--- src/rtl/pulse_gen_pkg.sv ---
// pulse_gen_pkg: shared types and constants for the pulse_gen pulse-train
// transmitter.
//   DEFAULT_WIDTH : default width of the count inputs and internal counters
//   state_t       : transmitter phase (IDLE, ACTIVE, INACTIVE)
package pulse_gen_pkg;

  localparam int DEFAULT_WIDTH = 32;

  typedef enum logic [1:0] {
    IDLE     = 2'd0,
    ACTIVE   = 2'd1,
    INACTIVE = 2'd2
  } state_t;

endpackage

--- src/rtl/pulse_gen_timer.sv ---
// pulse_gen_timer: loadable down-counter used to time one pulse phase.
// Ports:
//   i_clk, i_rst  clock and asynchronous active-high reset
//   i_load        load i_load_val (has priority over i_en)
//   i_en          decrement by one when the count is non-zero
//   i_load_val    value to load
//   o_last        high while the count is 1, i.e. the final cycle of a phase
module pulse_gen_timer
  import pulse_gen_pkg::*;
#(
  parameter int W = DEFAULT_WIDTH
) (
  input  logic         i_clk,
  input  logic         i_rst,
  input  logic         i_load,
  input  logic         i_en,
  input  logic [W-1:0] i_load_val,
  output logic         o_last
);

  logic [W-1:0] r_cnt;

  // Phase counter: load, or count down and hold at zero.
  always_ff @(posedge i_clk or posedge i_rst) begin
    if (i_rst) begin
      r_cnt <= {W{1'b0}};
    end else if (i_load) begin
      r_cnt <= i_load_val;
    end else if (i_en && (r_cnt != {W{1'b0}})) begin
      r_cnt <= r_cnt - {{(W-1){1'b0}}, 1'b1};
    end else begin
      r_cnt <= r_cnt;
    end
  end

  assign o_last = (r_cnt == {{(W-1){1'b0}}, 1'b1});

endmodule

--- src/rtl/pulse_gen.sv ---
// pulse_gen: pulse-train transmitter. A one-cycle io_start (with a non-zero
// io_highCnt) launches a train of pulses, each made of an active phase driving
// ~io_defaultLevel for io_highCnt cycles followed by an idle phase of
// io_lowCnt cycles (0 treated as 1). io_busy covers the whole train and
// io_done strobes for one cycle as it ends. Configuration is latched at start.
// Optional feature macro: PULSE_GEN_REPEAT_EN adds io_pulseNum (pulses per
// start, 0 treated as 1); without it every start emits a single pulse.
// Ports:
//   io_clk, io_rst     clock, asynchronous active-high reset
//   io_start           start request, ignored while busy
//   io_highCnt         active phase length (0 = start ignored)
//   io_lowCnt          idle phase length after each pulse
//   io_pulseNum        pulses per start (PULSE_GEN_REPEAT_EN only)
//   io_defaultLevel    idle level
//   io_pulse_out       registered pulse output
//   io_busy, io_done   handshake outputs
module pulse_gen
  import pulse_gen_pkg::*;
#(
  parameter int _RAM_WIDTH = DEFAULT_WIDTH
) (
  input  logic                  io_clk,
  input  logic                  io_rst,
  input  logic                  io_start,
  input  logic [_RAM_WIDTH-1:0] io_highCnt,
  input  logic [_RAM_WIDTH-1:0] io_lowCnt,
`ifdef PULSE_GEN_REPEAT_EN
  input  logic [_RAM_WIDTH-1:0] io_pulseNum,
`endif
  input  logic                  io_defaultLevel,
  output logic                  io_pulse_out,
  output logic                  io_busy,
  output logic                  io_done
);

  localparam logic [_RAM_WIDTH-1:0] ZERO = {_RAM_WIDTH{1'b0}};
  localparam logic [_RAM_WIDTH-1:0] ONE  = {{(_RAM_WIDTH-1){1'b0}}, 1'b1};

  state_t                r_state;
  logic                  r_pulse_out;
  logic                  r_busy;
  logic                  r_done;
  logic                  r_level;
  logic [_RAM_WIDTH-1:0] r_high;
  logic [_RAM_WIDTH-1:0] r_low;
`ifdef PULSE_GEN_REPEAT_EN
  logic [_RAM_WIDTH-1:0] r_left;
`endif

  logic                  w_accept;
  logic                  w_more;
  logic                  w_last;
  logic                  w_load;
  logic                  w_en;
  logic [_RAM_WIDTH-1:0] w_load_val;

  assign w_accept = io_start && (io_highCnt != ZERO);

`ifdef PULSE_GEN_REPEAT_EN
  assign w_more = (r_left > ONE);
`else
  assign w_more = 1'b0;
`endif

  // Timer control: load the next phase length on every phase boundary.
  always_comb begin
    w_load     = 1'b0;
    w_en       = 1'b0;
    w_load_val = ZERO;
    case (r_state)
      IDLE: begin
        w_load     = w_accept;
        w_load_val = io_highCnt;
      end
      ACTIVE: begin
        if (w_last) begin
          w_load     = 1'b1;
          w_load_val = r_low;
        end else begin
          w_en = 1'b1;
        end
      end
      INACTIVE: begin
        if (w_last) begin
          // Final pulse clears the counter so it rests at zero in IDLE.
          w_load     = 1'b1;
          w_load_val = w_more ? r_high : ZERO;
        end else begin
          w_en = 1'b1;
        end
      end
      default: begin
        w_load     = 1'b0;
        w_en       = 1'b0;
        w_load_val = ZERO;
      end
    endcase
  end

  pulse_gen_timer #(
    .W (_RAM_WIDTH)
  ) u_timer (
    .i_clk      (io_clk),
    .i_rst      (io_rst),
    .i_load     (w_load),
    .i_en       (w_en),
    .i_load_val (w_load_val),
    .o_last     (w_last)
  );

  // Train FSM with registered output, busy and done.
  always_ff @(posedge io_clk or posedge io_rst) begin
    if (io_rst) begin
      r_state     <= IDLE;
      r_pulse_out <= 1'b0;
      r_busy      <= 1'b0;
      r_done      <= 1'b0;
      r_level     <= 1'b0;
      r_high      <= ZERO;
      r_low       <= ZERO;
`ifdef PULSE_GEN_REPEAT_EN
      r_left      <= ZERO;
`endif
    end else begin
      case (r_state)
        IDLE: begin
          r_done <= 1'b0;
          if (w_accept) begin
            r_state     <= ACTIVE;
            r_busy      <= 1'b1;
            r_pulse_out <= ~io_defaultLevel;
            r_level     <= io_defaultLevel;
            r_high      <= io_highCnt;
            r_low       <= (io_lowCnt == ZERO) ? ONE : io_lowCnt;
`ifdef PULSE_GEN_REPEAT_EN
            r_left      <= (io_pulseNum == ZERO) ? ONE : io_pulseNum;
`endif
          end else begin
            r_busy      <= 1'b0;
            r_pulse_out <= io_defaultLevel;
          end
        end
        ACTIVE: begin
          r_done <= 1'b0;
          if (w_last) begin
            r_state     <= INACTIVE;
            r_pulse_out <= r_level;
          end else begin
            r_pulse_out <= ~r_level;
          end
        end
        INACTIVE: begin
          if (w_last && w_more) begin
            r_state     <= ACTIVE;
            r_pulse_out <= ~r_level;
            r_done      <= 1'b0;
`ifdef PULSE_GEN_REPEAT_EN
            r_left      <= r_left - ONE;
`endif
          end else if (w_last) begin
            r_state <= IDLE;
            r_busy  <= 1'b0;
            r_done  <= 1'b1;
          end else begin
            r_done <= 1'b0;
          end
        end
        default: begin
          r_state     <= IDLE;
          r_busy      <= 1'b0;
          r_done      <= 1'b0;
          r_pulse_out <= r_level;
        end
      endcase
    end
  end

  assign io_pulse_out = r_pulse_out;
  assign io_busy      = r_busy;
  assign io_done      = r_done;

endmodule

--- config.mk ---
export PLATFORM = sky130hd
export DESIGN_NAME = pulse_gen
export DESIGN_NICKNAME = d
export VERILOG_FILES = /design/src/rtl/pulse_gen_pkg.sv /design/src/rtl/pulse_gen_timer.sv /design/src/rtl/pulse_gen.sv
export SDC_FILE = /design/constraint.sdc
export NUM_CORES = 1
export LEC_CHECK = 0
export CAP_MARGIN = 15
export CORE_ASPECT_RATIO = 1.2
export CORE_MARGIN = 2
export CORE_UTILIZATION = 31
export CTS_BUF_LIST = sky130_fd_sc_hd__clkbuf_2
export DETAILED_ROUTE_END_ITERATION = 6
export PLACE_DENSITY_LB_ADDON = 0.15
export SETUP_SLACK_MARGIN = 0.02
export SKIP_LAST_GASP = 1
export SYNTH_ARGS = -nofsm -noshare
export SYNTH_HDL_FRONTEND = slang
export SYNTH_SLANG_ARGS = --single-unit
--- constraint.sdc ---
create_clock -name io_clk -period 2.9 [get_ports io_clk]
set_input_delay 0.29 -clock io_clk [delete_from_list [all_inputs] [get_ports io_clk]]
set_output_delay 0.29 -clock io_clk [all_outputs]
set_load 0.01 [all_outputs]
==> impl_metrics.env, run 1 <==
export IMPL_status="complete, no violations"
export IMPL_cts_buffer_depth=2
export IMPL_first_pass_iters=4
export IMPL_antenna_found_initial=1
export IMPL_num_vias=3491
export IMPL_cp_arrival_ns=3.18
export IMPL_area_growth_pct=27.6
export IMPL_finalCriticalPeriod_ns=2.76
export IMPL_yosys_register_bits=70
export IMPL_grt_overflow_total=0
export IMPL_coreArea_um2=12600
export IMPL_swShare_pct=41.8
export IMPL_portBuffers=70
export IMPL_ir_drop_v=0.000262
export IMPL_cp_common_cell="buf_4"
export IMPL_timing_max_cap_violations=0
export IMPL_numPlacedInstances=615
export IMPL_power_frac_comb_pct=43.6
export IMPL_power_switching_w=0.00178
export IMPL_cp_slowest_stage_delay_ns=0.61
export IMPL_synth_compound_area_share_pct=17.3
export IMPL_crit_end="u_timer.r_cnt[14]$_DFFE_PP0P_"
export IMPL_worstPathRequired_ns=3.32
export IMPL_clk_latency_ns=0.54
export IMPL_syn_cell_area_um2=3970
export IMPL_die_y_um=128
export IMPL_clock_skew_ns=0.0237
export IMPL_rr_endpoint="u_timer.r_cnt[14]$_DFFE_PP0P_"
export IMPL_seq_power_share_pct=45.1
export IMPL_fill_cells=1301
export IMPL_ys_warnings_count=0
export IMPL_synthXorXnorAreaFrac_pct=5.07
export IMPL_syn_inst=385
export IMPL_ioPinCount=71
export IMPL_wl_per_cell_um=18.6
export IMPL_power_density_nw_per_um2=842
export IMPL_rsz0062_at_grt="yes"
export IMPL_htreeDepth=3
export IMPL_p_int_w=0.00248
export IMPL_postLayoutCoreUtil_pct=40.2
export IMPL_finalHoldViolations=0
export IMPL_yosys_area_share_adder_pct=2.20
export IMPL_critPathLaunch="u_timer.r_cnt[11]$_DFFE_PP0P_"
export IMPL_p_leak_nw=1.92
export IMPL_yosys_most_used_dff="dfrtp_1"
export IMPL_clockRootBuffer="clkbuf_2"
export IMPL_hp_class="in2async"
export IMPL_synthArstFlopShare_pct=100
export IMPL_dieArea_um2=13700
export IMPL_ant_nets=0
export IMPL_place_area_um2=4950
export IMPL_final_nets=538
export IMPL_muxShareOfSynthArea_pct=9.32
export IMPL_drive_above_1_share_pct=16.9
export IMPL_crit_type="reg2reg"
export IMPL_r2r_start="u_timer.r_cnt[11]$_DFFE_PP0P_"
export IMPL_totalWireLength_mm=11.8
export IMPL_relSlewSlack_pct=38.7
export IMPL_worst_r2r_setup_slack_ns=0.14
export IMPL_track_usage_pct=17.6
export IMPL_setup_viol=0
export IMPL_slowest_stage="or4_1"
export IMPL_max_clock_freq_ghz=0.363
export IMPL_synth_seq_area_share_pct=44.1
export IMPL_row_count=45
export IMPL_grt_max_degree=71
export IMPL_period_share_pct=95.1
export IMPL_path_cells="nor4_1 > buf_4 > nand4_1 > or4_1 > a21o_1 > buf_4 > a221oi_1 > a21oi_1"
export IMPL_finalSetupTns_ns=0
export IMPL_worst_pin_slew_ns=0.919
export IMPL_p_clk_share_pct=11.3
export IMPL_fin_area_um2=5070
export IMPL_routed_via_density=5.52
export IMPL_avgSynthCellArea_um2=10.3
export IMPL_grt_pass1_wl_mm=18.6
export IMPL_synth_edf_count=0
export IMPL_end_kind="register"
export IMPL_synth_top_family_by_area="simple AND/OR/NAND/NOR gates"
export IMPL_final_cells=633
export IMPL_slew_viol_final=0
export IMPL_start_util_pct=31.5
export IMPL_reg2regPathDepth=8
export IMPL_drc_errors=0
export IMPL_cts_tree="done"
export IMPL_gp_congestion=0.853
export IMPL_grt_pass1_vias=3505
export IMPL_synthSimpleGateAreaFrac_pct=18.5
export IMPL_drtIter0Drc=233
export IMPL_crit_fanout=21
export IMPL_start_kind="register"
export IMPL_cts_buffers=9
export IMPL_synthesis_nets=460
export IMPL_path_clk_slew_ns=0.22
export IMPL_synthDistinctLibCells=56
export IMPL_die_w_um=107
export IMPL_place_hpwl_mm=8.92
export IMPL_final_cell_mix="clkdlybuf4s50_1, dfrtp_1, mux2_2"
export IMPL_clock_sinks=70
## how the worst min path moves through the flow
stage               slack (ns)  cells after the start                       endpoint                          start
finish                    0.30                      3          r_low[13]$_DFFE_PP0P_                         io_rst
floorplan                 0.44                      1            r_level$_DFFE_PP0P_                io_defaultLevel
global route              0.33                      2           r_low[1]$_DFFE_PP0P_                   io_lowCnt[1]
CTS                       0.33                      3           r_low[0]$_DFFE_PP0P_                   io_lowCnt[0]
global placement          0.48                      1  u_timer.r_cnt[25]$_DFFE_PP0P_  u_timer.r_cnt[25]$_DFFE_PP0P_
detailed placement        0.49                      1  u_timer.r_cnt[25]$_DFFE_PP0P_  u_timer.r_cnt[25]$_DFFE_PP0P_
## timing repair
action                                  in CTS  in global routing
setup buffers                                0                  1
resized for setup                            0                  3
hold buffers                                 0                  0
endpoints found under the setup margin       0                  4
endpoints found under the hold margin        0                  0
## metrics by stage
step           power, W  worst slack [ns]  hold WS (ns)
6_report        0.00427             0.142         0.295
5_1_grt         0.00457            0.0184         0.334
4_1_cts         0.00426             0.141         0.330
3_5_place_dp    0.00377             0.163         0.491
3_3_place_gp    0.00373             0.189         0.476
2_1_floorplan   0.00311             0.407         0.441
## state kept, by name, summed over array words and instances, names as in the netlist
| name | cells |
|---|---|
| r_level | 1 |
| io_done | 1 |
| u_timer.r_cnt | 32 |
| r_low | 32 |
| r_state | 2 |
| io_busy | 1 |
| io_pulse_out | 1 |
## metal layers
| metal | wire (um) | vias up | track usage [%] | share of wire (%) |
|---|---|---|---|---|
| met2 | 5640 | 76 | 27.8 | 48 |
| met4 | 295 | 0 | 6.79 | 2.5 |
| met3 | 399 | 21 | 2.69 | 3.4 |
| li1 | - | 1656 | - | - |
| met5 | 0 | - | 0 | 0 |
| met1 | 5460 | 1738 | 24.2 | 46 |
## cell families (layout without fill, tap and decap cells)
kind of cell | after synthesis | in the layout
and+or+nand+nor | 123 | 123
AOI/OAI and AO/OA | 96 | 96
DFF | 70 | 70
muxes | 33 | 33
buffers and inverters | 33 | 116
xor gates and xnor gates | 23 | 23
adders and majority gates | 7 | 7
other | 0 | 1
## power groups by stage
stage	clock network, W	logic, W	registers [W]
floorplan	0	0.00132	0.00179
finish	0.000482	0.00186	0.00193
detailed placement	0	0.00183	0.00194
global route	0.000536	0.00204	0.00199
CTS	0.000501	0.00184	0.00191
global placement	0	0.00181	0.00192
## Yosys cell counts, types with 6 or more instances
cell / count / share of area (%)
inv_1: 10 / 0.94
xor2_1: 11 / 2.4
mux2_2: 32 / 9.1
dfrtp_1: 70 / 44
nand4_1: 7 / 1.1
clkbuf_1: 17 / 1.6
a221oi_1: 24 / 5.3
o21ai_0: 11 / 1.4
nor2_1: 24 / 2.3
nor3_1: 14 / 1.8
ha_1: 7 / 2.2
a22oi_1: 6 / 1.1
nand3_1: 10 / 1.3
xnor2_1: 12 / 2.6
nor4_1: 26 / 4.1
nand2_1: 12 / 1.1
a21oi_1: 26 / 3.3
## worst max-delay path: cells and delay by family (launching register included)
family	cells	cell delay, ns
and+or+nand+nor	3	1.06
AOI/OAI and AO/OA	3	0.70
buffers and inverters	2	0.41
DFF	1	0.46
## final cells by class
type	instances	area, um^2	share of cell area [%]
multi-input combinational	282	2110	41.6
sequential	70	1750	34.6
timing repair buffer	90	876	17.3
tap	164	205	4.05
clock buffer	9	45.0	0.888
clock inverter	7	41.3	0.814
inverter	10	37.5	0.740
antenna	1	2.50	0.0494
Note: power is estimated with default switching activity, not from simulation.
==> inputs of run 2 (changes only) <==
--- a/config.mk
+++ b/config.mk
@@ -5,6 +5,7 @@
 export SDC_FILE = /design/constraint.sdc
 export NUM_CORES = 1
 export LEC_CHECK = 0
+export ABC_AREA = 1
 export CAP_MARGIN = 15
 export CORE_ASPECT_RATIO = 1.2
 export CORE_MARGIN = 2
==> run 2 against run 1 <==
- first-iteration DRC count is 2.6% lower
- register-to-register slack improved by 0.49 ns
- design area is 20% higher
- critical path depth up 1
- final cell count rose by 71%
- combinational power rose by 61%
==> impl_metrics.env, run 2 <==
export IMPL_status="complete, no violations"
export IMPL_postLayoutCoreUtil_pct=37.7
export IMPL_path_cells="nor2_1 > nand2_1 > nor3_2 > nand3_2 > nand2_2 > buf_4 > nand3_1 > nand2_1 > inv_1"
export IMPL_path_clk_slew_ns=0.22
export IMPL_dieArea_um2=17400
export IMPL_power_density_nw_per_um2=899
export IMPL_ys_top_cells_by_count="nand2_1, inv_1, nand3_1"
export IMPL_rsz0062_at_grt="no"
export IMPL_multi_input_area_um2=2760
export IMPL_cp_arrival_ns=2.79
export IMPL_synth_top_area_share_pct=34.6
export IMPL_p_leak_nw=3.23
export IMPL_seqCellArea_um2=1750
export IMPL_totalWireLength_mm=15.0
export IMPL_die_y_um=144
export IMPL_relSlewSlack_pct=40.9
export IMPL_synth_edf_count=0
export IMPL_final_nets=941
export IMPL_row_count=51
export IMPL_grt_pass1_vias=4766
export IMPL_timing_max_cap_violations=0
export IMPL_area_growth_pct=20.1
export IMPL_cts_buffers=9
export IMPL_final_cells=1084
export IMPL_clock_skew_ns=0.0223
export IMPL_synthDistinctLibCells=34
export IMPL_routed_via_density=4.55
export IMPL_clock_sinks=70
export IMPL_clk_latency_ns=0.59
export IMPL_htreeDepth=3
export IMPL_slowest_stage="dfrtp_1"
export IMPL_final_cell_mix="nand2_1, inv_1, nand3_1"
export IMPL_period_share_pct=78.4
export IMPL_worst_pin_slew_ns=0.885
export IMPL_crit_fanout=18
export IMPL_fill_cells=1791
export IMPL_numPlacedInstances=1067
export IMPL_syn_inst=805
export IMPL_finalCriticalPeriod_ns=2.27
export IMPL_cp_slowest_stage_delay_ns=0.47
export IMPL_portBuffers=70
export IMPL_finalSetupTns_ns=0
export IMPL_die_w_um=121
export IMPL_worstPathRequired_ns=3.42
export IMPL_synth_area_leaders="dfrtp_1, nand2_1, nand3_1, inv_1, nor2_1"
export IMPL_biggestRegsByFlops="r_low (32), u_timer.r_cnt (32), r_state (2)"
export IMPL_post_cts_resized=0
export IMPL_coreArea_um2=16100
export IMPL_drive_above_1_share_pct=5.74
export IMPL_ioPinCount=71
export IMPL_hp_class="in2async"
export IMPL_first_pass_iters=5
export IMPL_synth_seq_area_share_pct=34.6
export IMPL_final_common_cell="nand2_1"
export IMPL_track_usage_pct=18.1
export IMPL_grt_overflow_total=0
export IMPL_postCtsSetupBuffers=0
export IMPL_cts_hold_buf=0
export IMPL_netlist_top_cell_by_area="dfrtp_1"
export IMPL_cts_buffer_depth=2
export IMPL_cp_common_cell="nand2_1"
export IMPL_path_delay_family="simple AND/OR/NAND/NOR gates"
export IMPL_yosysMostFrequentCell="nand2_1"
export IMPL_end_kind="register"
export IMPL_max_clock_freq_ghz=0.440
export IMPL_grt_pass1_wl_mm=24.7
export IMPL_crit_buf_inv=2
export IMPL_num_vias=4936
export IMPL_clockRootBuffer="clkbuf_2"
export IMPL_yosys_most_used_dff="dfrtp_1"
export IMPL_gp_congestion=0.881
export IMPL_start_util_pct=31.4
export IMPL_place_hpwl_mm=11.6
export IMPL_drtIter0Drc=227
export IMPL_yosys_register_bits=70
export IMPL_slew_viol_final=0
export IMPL_synthArstFlopShare_pct=100
export IMPL_ir_drop_v=0.000321
export IMPL_start_kind="register"
export IMPL_setup_viol=0
export IMPL_synthesis_nets=880
export IMPL_finalPower_w=0.00547
export IMPL_syn_cell_area_um2=5070
export IMPL_ys_warnings_count=0
export IMPL_grt_max_degree=37
export IMPL_antenna_found_initial=1
export IMPL_avgSynthCellArea_um2=6.29
export IMPL_wl_per_cell_um=13.8
export IMPL_crit_type="reg2reg"
export IMPL_cts_tree="done"
export IMPL_drc_errors=0
export IMPL_finalHoldViolations=0
export IMPL_ant_nets=0
[run 2: per-layer routing]
metal	track usage [%]	vias to the layer above	part of all wire, %
li1	-	2616	-
met1	24.9	2218	48
met2	29.9	90	48
met3	1.81	12	2.9
met4	5.69	0	1.4
met5	0	-	0
[run 2: cell families (layout without fill, tap and decap cells)]
logic type               Yosys count  after routing  share of synthesized area (%)
other                              0              1                              0
XOR/XNOR                          16             16                           2.77
AO/OA/AOI/OAI                     40             40                           4.10
flip-flops                        70             70                           34.6
adder cells (fa/ha/maj)            7              7                           1.73
buffers and inverters            129            195                           11.0
AND/OR/NAND/NOR                  543            543                           45.9
[run 2: final cells by class]
type,count,share of cell area (%)
Timing Repair Buffer,83,13.3
Clock inverter,5,1.36
Antenna cell,1,0.0411
Inverter,96,5.92
Tap cell,212,4.36
Clock buffer,11,0.904
Sequential cell,70,28.8
Multi-Input combinational cell,606,45.3
[run 2: report_power, final]
group          internal (W)  switching, W
sequential          0.00142      0.000352
clock              0.000296      0.000410
combinational       0.00103       0.00197
total               0.00274       0.00273
[run 2: metrics by stage]
stage / cell area [um^2] / setup WS, ns / hold WS (ns)
2_1_floorplan: 5070 / 0.842 / 0.400
3_3_place_gp: 5950 / 0.234 / 0.461
3_5_place_dp: 5950 / 0.204 / 0.466
4_1_cts: 6090 / 0.657 / 0.0823
5_1_grt: 6090 / 0.363 / 0.127
6_report: 6090 / 0.628 / 0.0632
[run 2: final timing paths]
path / end / start / slack (ns) / depth (start not counted)
max: u_timer.r_cnt[14]$_DFFE_PP0P_ / u_timer.r_cnt[2]$_DFFE_PP0P_ / 0.63 / 9
min: u_timer.r_cnt[3]$_DFFE_PP0P_ / io_rst / 0.06 / 2
max reg2reg: u_timer.r_cnt[14]$_DFFE_PP0P_ / u_timer.r_cnt[2]$_DFFE_PP0P_ / 0.63 / 9
min reg2reg: r_low[14]$_DFFE_PP0P_ / r_low[14]$_DFFE_PP0P_ / 0.51 / 2
max in group asynchronous: u_timer.r_cnt[24]$_DFFE_PP0P_ / io_rst / 2.19 / 3
min in group io_clk: r_low[3]$_DFFE_PP0P_ / io_lowCnt[3] / 0.24 / 3
